**src/rtl/ex_mem_if.sv**
```systemverilog
// EX/MEM boundary bundle: upstream handshake, downstream handshake, flush and forwarding lookup.
// The slave modport is the pipeline register; the master modport is the surrounding EX/MEM/hazard logic.
interface ex_mem_if #(
    parameter int DATA_W = 16,
    parameter int REG_AW = 4,
    parameter int OP_W   = 2
);
    logic              flush;
    logic              in_valid;
    logic              in_ready;
    logic [DATA_W-1:0] write_data_i;
    logic [OP_W-1:0]   mem_op_i;
    logic [DATA_W-1:0] mem_addr_i;
    logic              write_reg_i;
    logic [REG_AW-1:0] write_reg_addr_i;
    logic              out_valid;
    logic              out_ready;
    logic [DATA_W-1:0] write_data_o;
    logic [OP_W-1:0]   mem_op_o;
    logic [DATA_W-1:0] mem_addr_o;
    logic              write_reg_o;
    logic [REG_AW-1:0] write_reg_addr_o;
    logic [REG_AW-1:0] fwd_query_addr;
    logic              fwd_hit;
    logic [DATA_W-1:0] fwd_data;

    modport slave (
        input  flush, in_valid, write_data_i, mem_op_i, mem_addr_i, write_reg_i,
               write_reg_addr_i, out_ready, fwd_query_addr,
        output in_ready, out_valid, write_data_o, mem_op_o, mem_addr_o, write_reg_o,
               write_reg_addr_o, fwd_hit, fwd_data
    );

    modport master (
        output flush, in_valid, write_data_i, mem_op_i, mem_addr_i, write_reg_i,
               write_reg_addr_i, out_ready, fwd_query_addr,
        input  in_ready, out_valid, write_data_o, mem_op_o, mem_addr_o, write_reg_o,
               write_reg_addr_o, fwd_hit, fwd_data
    );
endinterface

```
**src/rtl/ex_mem_pipe.sv**
```systemverilog
// EX/MEM pipeline register with valid/ready handshake, 2-entry skid buffer, flush,
// NOP bubbles on the output when empty, and a forwarding lookup over the held entries.
module ex_mem_pipe #(
    parameter int              DATA_W     = 16,
    parameter int              REG_AW     = 4,
    parameter int              OP_W       = 2,
    parameter logic [OP_W-1:0] MEM_NOP_OP = '0
) (
    input logic   clk,
    input logic   rst,
    ex_mem_if.slave bus
);

    typedef struct packed {
        logic [DATA_W-1:0] write_data;
        logic [OP_W-1:0]   mem_op;
        logic [DATA_W-1:0] mem_addr;
        logic              write_reg;
        logic [REG_AW-1:0] write_reg_addr;
    } entry_t;

    typedef enum logic [1:0] {
        EMPTY = 2'd0,
        ONE   = 2'd1,
        FULL  = 2'd2
    } state_t;

    state_t state, state_nxt;
    entry_t head_p0, skid_p1, in_entry;
    logic   in_ready_q;
    logic   vld_p0, vld_p1;
    logic   accept, retire;
    logic   load_head_in, load_head_skid, load_skid_in;
    logic   match_s, match_h;

    function automatic entry_t nop_entry();
        entry_t e;
        e        = '0;
        e.mem_op = MEM_NOP_OP;
        return e;
    endfunction

    always_comb begin
        in_entry.write_data     = bus.write_data_i;
        in_entry.mem_op         = bus.mem_op_i;
        in_entry.mem_addr       = bus.mem_addr_i;
        in_entry.write_reg      = bus.write_reg_i;
        in_entry.write_reg_addr = bus.write_reg_addr_i;
    end

    // in_ready is registered from the next state so out_ready never reaches it combinationally.
    always_ff @(posedge clk) begin
        if (rst) begin
            state      <= EMPTY;
            in_ready_q <= 1'b1;
        end else begin
            state      <= state_nxt;
            in_ready_q <= (state_nxt != FULL);
        end
    end

    always_comb begin
        state_nxt = state;
        case (state)
            EMPTY: if (accept) state_nxt = ONE;
            ONE: begin
                if (retire && !accept)      state_nxt = EMPTY;
                else if (!retire && accept) state_nxt = FULL;
            end
            FULL:    if (retire) state_nxt = ONE;
            default: state_nxt = EMPTY;
        endcase
        if (bus.flush) state_nxt = EMPTY;
    end

    always_comb begin
        vld_p0         = (state != EMPTY);
        vld_p1         = (state == FULL);
        accept         = bus.in_valid && in_ready_q;
        retire         = vld_p0 && bus.out_ready;
        load_head_in   = 1'b0;
        load_head_skid = 1'b0;
        load_skid_in   = 1'b0;
        if (!bus.flush) begin
            load_head_in   = accept && ((state == EMPTY) || ((state == ONE) && retire));
            load_head_skid = (state == FULL) && retire;
            load_skid_in   = (state == ONE) && !retire && accept;
        end
    end

    // Stage boundary: head (p0) feeds MEM, skid (p1) absorbs one entry of back-pressure.
    always_ff @(posedge clk) begin
        if (rst) begin
            head_p0 <= nop_entry();
            skid_p1 <= nop_entry();
        end else begin
            if (load_head_in)        head_p0 <= in_entry;
            else if (load_head_skid) head_p0 <= skid_p1;
            if (load_skid_in)        skid_p1 <= in_entry;
        end
    end

    always_comb begin
        entry_t o;
        o                    = vld_p0 ? head_p0 : nop_entry();
        bus.in_ready         = in_ready_q;
        bus.out_valid        = vld_p0;
        bus.write_data_o     = o.write_data;
        bus.mem_op_o         = o.mem_op;
        bus.mem_addr_o       = o.mem_addr;
        bus.write_reg_o      = o.write_reg;
        bus.write_reg_addr_o = o.write_reg_addr;
    end

    // Skid holds the younger entry, so its match wins.
    always_comb begin
        match_s = vld_p1 && skid_p1.write_reg && (skid_p1.write_reg_addr == bus.fwd_query_addr);
        match_h = vld_p0 && head_p0.write_reg && (head_p0.write_reg_addr == bus.fwd_query_addr);
        bus.fwd_hit = match_s || match_h;
        if (match_s)      bus.fwd_data = skid_p1.write_data;
        else if (match_h) bus.fwd_data = head_p0.write_data;
        else              bus.fwd_data = '0;
    end

endmodule

```
**src/flat_wrapper.sv**
```systemverilog
// flat-port wrapper written by rule: the top's interface ports become plain ports
module ex_mem_pipe_flat 
#(
    parameter int              DATA_W     = 16,
    parameter int              REG_AW     = 4,
    parameter int              OP_W       = 2,
    parameter logic [OP_W-1:0] MEM_NOP_OP = '0
)
  (clk, rst, bus_flush, bus_in_valid, bus_write_data_i, bus_mem_op_i, bus_mem_addr_i, bus_write_reg_i, bus_write_reg_addr_i, bus_out_ready, bus_fwd_query_addr, bus_in_ready, bus_out_valid, bus_write_data_o, bus_mem_op_o, bus_mem_addr_o, bus_write_reg_o, bus_write_reg_addr_o, bus_fwd_hit, bus_fwd_data);
  ex_mem_if #(.DATA_W(DATA_W), .REG_AW(REG_AW), .OP_W(OP_W)) bus_i ();
  input logic clk;
  input logic rst;
  input wire logic [$bits(bus_i.flush)-1:0] bus_flush;
  input wire logic [$bits(bus_i.in_valid)-1:0] bus_in_valid;
  input wire logic [$bits(bus_i.write_data_i)-1:0] bus_write_data_i;
  input wire logic [$bits(bus_i.mem_op_i)-1:0] bus_mem_op_i;
  input wire logic [$bits(bus_i.mem_addr_i)-1:0] bus_mem_addr_i;
  input wire logic [$bits(bus_i.write_reg_i)-1:0] bus_write_reg_i;
  input wire logic [$bits(bus_i.write_reg_addr_i)-1:0] bus_write_reg_addr_i;
  input wire logic [$bits(bus_i.out_ready)-1:0] bus_out_ready;
  input wire logic [$bits(bus_i.fwd_query_addr)-1:0] bus_fwd_query_addr;
  output wire logic [$bits(bus_i.in_ready)-1:0] bus_in_ready;
  output wire logic [$bits(bus_i.out_valid)-1:0] bus_out_valid;
  output wire logic [$bits(bus_i.write_data_o)-1:0] bus_write_data_o;
  output wire logic [$bits(bus_i.mem_op_o)-1:0] bus_mem_op_o;
  output wire logic [$bits(bus_i.mem_addr_o)-1:0] bus_mem_addr_o;
  output wire logic [$bits(bus_i.write_reg_o)-1:0] bus_write_reg_o;
  output wire logic [$bits(bus_i.write_reg_addr_o)-1:0] bus_write_reg_addr_o;
  output wire logic [$bits(bus_i.fwd_hit)-1:0] bus_fwd_hit;
  output wire logic [$bits(bus_i.fwd_data)-1:0] bus_fwd_data;
  assign bus_i.flush = bus_flush;
  assign bus_i.in_valid = bus_in_valid;
  assign bus_i.write_data_i = bus_write_data_i;
  assign bus_i.mem_op_i = bus_mem_op_i;
  assign bus_i.mem_addr_i = bus_mem_addr_i;
  assign bus_i.write_reg_i = bus_write_reg_i;
  assign bus_i.write_reg_addr_i = bus_write_reg_addr_i;
  assign bus_i.out_ready = bus_out_ready;
  assign bus_i.fwd_query_addr = bus_fwd_query_addr;
  assign bus_in_ready = bus_i.in_ready;
  assign bus_out_valid = bus_i.out_valid;
  assign bus_write_data_o = bus_i.write_data_o;
  assign bus_mem_op_o = bus_i.mem_op_o;
  assign bus_mem_addr_o = bus_i.mem_addr_o;
  assign bus_write_reg_o = bus_i.write_reg_o;
  assign bus_write_reg_addr_o = bus_i.write_reg_addr_o;
  assign bus_fwd_hit = bus_i.fwd_hit;
  assign bus_fwd_data = bus_i.fwd_data;
  ex_mem_pipe #(.DATA_W(DATA_W), .REG_AW(REG_AW), .OP_W(OP_W), .MEM_NOP_OP(MEM_NOP_OP)) u_core (.clk(clk), .rst(rst), .bus(bus_i));
endmodule
```
**config.mk**
```make
export PLATFORM = sky130hd
export DESIGN_NAME = ex_mem_pipe_flat
export DESIGN_NICKNAME = d
export VERILOG_FILES = /design/src/rtl/ex_mem_if.sv /design/src/rtl/ex_mem_pipe.sv /design/src/flat_wrapper.sv
export SDC_FILE = /design/constraint.sdc
export NUM_CORES = 1
export LEC_CHECK = 0
export CAP_MARGIN = 10
export CORE_MARGIN = 2
export CORE_UTILIZATION = 36
export CTS_CLUSTER_SIZE = 8
export DETAILED_ROUTE_END_ITERATION = 10
export PLACE_DENSITY = 0.64
export SYNTH_ARGS = -nofsm -noshare
export SYNTH_HDL_FRONTEND = slang
export SYNTH_SLANG_ARGS = --single-unit
```
**constraint.sdc**
```tcl
create_clock -name clk -period 2.2 [get_ports clk]
set_clock_uncertainty 0.15 [all_clocks]
set_input_delay 0.33 -clock clk [delete_from_list [all_inputs] [get_ports clk]]
set_output_delay 0.33 -clock clk [all_outputs]
set_load 0.005 [all_outputs]
```
==> results of run 1 <==
placed cells by master, fill, tap and decap left out, drive strengths merged, types with 4 or more instances in the layout:
cell type      Yosys  layout
dlygate4sd2        0      37
mux2              16      16
clkdlybuf4s50      0      45
a21oi             79      79
dfxtp             81      81
nor2              17      17
xnor2              5       5
clkinv             0       4
nor2b             37      37
nand2            121     121
a22oi             39      39
nand3             17      17
clkbuf            17      14
buf               22      64
repair_timing:
item | 4_1_cts | 5_1_grt
pin swaps | 4 | 2
endpoints found under the setup margin | 55 | 23
cloned | 5 | 1
setup buffers | 16 | 3
gates resized for setup | 143 | 15
worst max-delay path: stages, from the launching register on:
cell and delay [ns]:
dfxtp_2 0.34, xor2_2 0.18, nor3_4 0.20, nand4_4 0.17
clkbuf_16 0.20, buf_6 0.12, mux2_4 0.30, buf_6 0.12
stage by stage:
| stage | instance area (sq um) | hold WS (ns) | instances |
|---|---|---|---|
| 2_1_floorplan | 3820 | 0.257 | 475 |
| 3_3_place_gp | 5150 | 0.291 | 702 |
| 3_5_place_dp | 5150 | 0.293 | 702 |
| 4_1_cts | 5650 | 0.306 | 739 |
| 5_1_grt | 5680 | 0.321 | 741 |
| 6_report | 5680 | 0.305 | 741 |
sequential cells by signal, summed over array words and instances, names as in the netlist:
signal,count
u_core.head_p0,39
u_core.skid_p1,39
u_core.bus.in_ready,1
u_core.state,2
layer usage:
layer  GRT usage  vias up
met5           0        -
met4      0.0594        0
met3      0.0359       13
met2       0.339      123
met1       0.257     1755
li1            -     1856
power groups by stage:
stage | clock network (W) | logic, W | registers [W]
after global routing | 0.00128 | 0.000439 | 0.00154
after CTS | 0.00121 | 0.000403 | 0.00153
after floorplan | 0 | 0.000165 | 0.00156
after global placement | 0 | 0.000350 | 0.00157
after detailed placement | 0 | 0.000356 | 0.00157
final | 0.00118 | 0.000405 | 0.00153
worst max path at each step:
stage	from	to	slack, ns	cells past startpoint
final	u_core.skid_p1[0]	bus_fwd_data[15]	-0.24	7
after global routing	u_core.skid_p1[0]	bus_fwd_data[11]	-0.32	7
after CTS	u_core.skid_p1[0]	bus_fwd_data[5]	-0.31	7
after detailed placement	bus_fwd_query_addr[0]	bus_fwd_data[15]	-0.55	7
after global placement	bus_fwd_query_addr[0]	bus_fwd_data[4]	-0.51	7
after floorplan	u_core.skid_p1[1]	bus_fwd_data[10]	0.36	5
layout make-up:
class | count | area [sq um]
fill | 955 | 4640
timing repair buffer | 153 | 1610
sequential | 81 | 1630
tap | 136 | 170
clock inverter | 7 | 95.1
clock buffer | 9 | 124
inverter | 2 | 7.51
multi-input combinational | 353 | 2040
cells by family after synthesis:
logic type,count (synthesis)
flops,81
buf+inv,41
simple gates,205
compound gates,123
xor+xnor,8
mux,17
==> flow_summary.yaml, run 1 <==
timing:
  maxClockFrequency_mhz: 409
  fin_crit_ns: 2.44
  finalSetupTns_ns: -2.76
  layout_setup_ws_ns: -0.242
  maxSlewViolCount: 0
  setup_viol: 17
  rsz0062_at_grt: "true"
  final_hold_viol_count: 0
  finalCritPeriodShare: 1.11
  maxSlewHeadroom: 0.617
  worstMarginPinSlew_ns: 0.575
floorplanning:
  die_w_um: 107
  coreArea_sq_mm: 0.0103
  start_util: 0.370
  fp.dieH_um: 107
  num_rows: 37
  dieArea_sq_mm: 0.0114
  pin_count: 106
logic_synthesis:
  synth_fp_nets: 523
  yosys_warnings: 0
  synth_area_per_cell_sq_um: 8.03
  synthAdderAreaFrac: 0
  yosysTopAreaCellShare: 0.425
  synth_seq_cells: 81
  synth_flop_cell: "dfxtp_1"
  synthTopCellsByArea: "dfxtp_1 (42%), nand2_1 (12%), a21oi_1 (10%)"
  ys_seq_area_frac: 0.425
  synth_compound_area_frac: 0.191
  yosysTopAreaCell: "dfxtp_1"
  netlist_area_sq_mm: 0.00382
  synth_common_cells: "nand2_1 (121), dfxtp_1 (81), a21oi_1 (78)"
  synth-xor-area-share: 0.0184
  synth_top_family_by_area: "simple AND/OR/NAND/NOR gates"
  synth_cell_type_count: 30
  yosysMostFrequentCell: "nand2_1"
  syn_inst: 475
  synth_enable_flop_cells: 0
  synthArstFlopShare: 0
  synth_mux_area_frac: 0.0587
  synthSimpleGateAreaFrac: 0.250
routing:
  met3_length_um: 619
  wl_met2_um: 5430
  wire_per_inst_um: 15.2
  wl_met1_um: 5100
  ant_nets: 0
  drtIter0Drc: 163
  highest_layer: "met4"
  vias: 3747
  drc: 0
  drt_pass1_iterations: 5
  routed_wl_um: 11300
  vias_per_cell: 5.06
worst_setup_path:
  worstSetupStartpointType: "register"
  r2r_start: "u_core.state[1]"
  arrival_ns: 1.96
  critical_path_class: "reg -> out"
  end_kind: "output port"
  crit_required_ns: 1.72
  r2r_end: "u_core.head_p0[31]"
  rrSetupSlack_ns: 0.47
  cp_max_fo: 3
  worst_r2r_path_depth: 6
clocking:
  cts_made_buffers: 9
  cts_tree: "built"
  clockBufferDepth: 2
  cts.sinks: 81
  clock_latency_ns: 0.34
  cts_hold_buf: 0
  clock-root-buffer: "clkbuf_8"
  clk_pin_slew_ns: 0.08
  htree_levels: 3
final_layout:
  final_util: 0.550
  drive_gt1_frac: 0.192
  diodes: 0
  syn2layout_area_growth_pct: 48.8
  nNetsFinal: 648
place:
  hpwl_um: 7220
  port_buffers: 105
  place_ws_ns: -0.546
  gp_congestion: 0.819
pwr:
  swShare: 0.243
  p_leak_nw: 2.26
  power_density_mw_per_mm2: 550
  power.share.sequential: 0.491
  power_switching_w: 0.000759
  combPwrFrac: 0.130
  total_power_w: 0.00312
  p_int_w: 0.00236
  ir_worst_vdd_mv: 0.419
  clock_power_share: 0.379
hold_path:
  whs_endpoint: "u_core.head_p0[21]"
  hold_depth: 2
  min_path_type: "reg -> reg"
  min-delay-start: "u_core.head_p0[21]"
global_routing:
  grt_pass1_vias: 3609
  grt_pass1_wl_um: 17900
  grt_max_degree: 40
  antenna_found_initial: 0
  overflow: 0
  grt_usage: 0.199
run_status:
  status: "finished, violations left"
  failed_checks: "setup timing"
run:
  cap_violations: 0
No activity file was read; power rests on OpenSTA's default activity.
==> inputs of run 2 (changes only) <==
- ABC_CLOCK_PERIOD_IN_PS: not set -> 2200
==> results of run 2 <==
Same layout as run 1: the final DEF is identical, and so are final timing and power.
==> inputs of run 3 (changes only) <==
- SETUP_SLACK_MARGIN: not set -> 0.02
==> flow_summary.yaml, run 3 (synthesis results as in run 1) <==
run_status:
  status: "finished, violations left"
  failed_checks: "setup timing"
timing:
  maxSlewViolCount: 0
  finalSetupTns_ns: -2.91
  maxClockFrequency_mhz: 407
  fin_crit_ns: 2.45
  maxSlewHeadroom: 0.615
  worstMarginPinSlew_ns: 0.577
  setup_viol: 17
  final_hold_viol_count: 0
  finalCritPeriodShare: 1.12
  rsz0062_at_grt: "true"
  layout_setup_ws_ns: -0.254
floorplanning:
  fp.dieH_um: 107
  dieArea_sq_mm: 0.0114
  die_w_um: 107
  start_util: 0.370
  pin_count: 106
  coreArea_sq_mm: 0.0103
  num_rows: 37
final_layout:
  nNetsFinal: 647
  fin_area_sq_mm: 0.00568
  final_cell_mix: "nand2_1 (121), a21oi_1 (78), dfxtp_1 (78)"
  syn2layout_area_growth_pct: 48.7
  reg_top3: "u_core.head_p0 x39, u_core.skid_p1 x39, u_core.state x2"
  drive_gt1_frac: 0.190
  diodes: 0
  final_common_cell: "nand2_1"
worst_setup_path:
  worst_r2r_path_depth: 6
  arrival_ns: 1.97
  crit_start: "u_core.skid_p1[0]"
  end_kind: "output port"
  rrSetupSlack_ns: 0.47
  critical_path_class: "reg -> out"
  cp_max_fo: 3
  crit_required_ns: 1.72
  r2r_end: "u_core.head_p0[16]"
  r2r_start: "u_core.state[1]"
  worstSetupStartpointType: "register"
pwr:
  power_density_mw_per_mm2: 550
  ir_worst_vdd_mv: 0.418
  p_leak_nw: 2.24
clocking:
  clockBufferDepth: 2
  clk_pin_slew_ns: 0.08
  clock-root-buffer: "clkbuf_8"
  cts_tree: "built"
  htree_levels: 3
  cts.sinks: 81
  cts_made_buffers: 9
  clock_latency_ns: 0.34
routing:
  drt_pass1_iterations: 5
  vias_per_cell: 5.01
  routed_wl_um: 11200
  ant_nets: 0
  wire_per_inst_um: 15.2
  drc: 0
  vias: 3707
  drtIter0Drc: 145
global_routing:
  overflow: 0
  grt_pass1_vias: 3576
  grt_pass1_wl_um: 17900
  antenna_found_initial: 0
  grt_usage: 0.199
  grt_max_degree: 40
place:
  gp_congestion: 0.819
  place_area_sq_mm: 0.00515
  place_ws_ns: -0.546
  hpwl_um: 7220
  port_buffers: 105
run:
  cap_violations: 0
hold_path:
  hold_depth: 2
  whs_endpoint: "u_core.head_p0[21]"
  min-delay-start: "u_core.head_p0[21]"
  min_path_type: "reg -> reg"
[run 3: metal layers]
layer	vias to the layer above	GRT usage	wire [um]
li1	1852	-	-
met1	1737	0.262	5140
met2	108	0.332	5400
met3	10	0.0359	564
met4	0	0.0594	123
met5	-	0	0
[run 3: power breakdown]
group / total [W] / internal [W] / switching, W
Clock: 0.00118 / 0.000639 / 0.000544
Sequential: 0.00153 / 0.00151 / 0.0000263
Combinational: 0.000403 / 0.000216 / 0.000187
[run 3: final cells by class]
class | instances | area (sq um)
fill | 957 | 4650
multi-input combinational | 353 | 2040
sequential | 81 | 1630
timing repair buffer | 152 | 1610
tap | 136 | 170
clock buffer | 9 | 124
clock inverter | 7 | 95.1
inverter | 2 | 7.51
[run 3: how the worst max path moves through the flow]
stage	cells past startpoint	slack (ns)	endpoint
global route	7	-0.32	bus_fwd_data[11]
finish	7	-0.25	bus_fwd_data[15]
floorplan	5	0.36	bus_fwd_data[10]
global placement	7	-0.51	bus_fwd_data[4]
CTS	7	-0.31	bus_fwd_data[5]
detailed placement	7	-0.55	bus_fwd_data[15]
[run 3: repair_timing]
action,4_1_cts,5_1_grt
setup buffers,17,2
gates cloned,5,1
setup endpoints to repair,56,41
hold endpoints to repair,0,0
hold buffers,0,0
gates resized for setup,148,12
pin swaps,4,2
[run 3: critical path: stages (launching register included)]
cell	delay [ns]
dfxtp_2	0.34
xor2_2	0.18
nor3_4	0.20
nand4_4	0.17
clkbuf_16	0.20
buf_6	0.12
mux2_4	0.30
buf_6	0.12
[run 3: stage by stage]
stage	util	hold WS (ns)	power [W]	instances
after floorplan	-	0.257	0.00172	475
after global placement	0.499	0.291	0.00192	702
after detailed placement	0.499	0.293	0.00192	702
after CTS	0.550	0.306	0.00315	740
after global routing	0.550	0.321	0.00326	740
final	0.550	0.306	0.00312	740
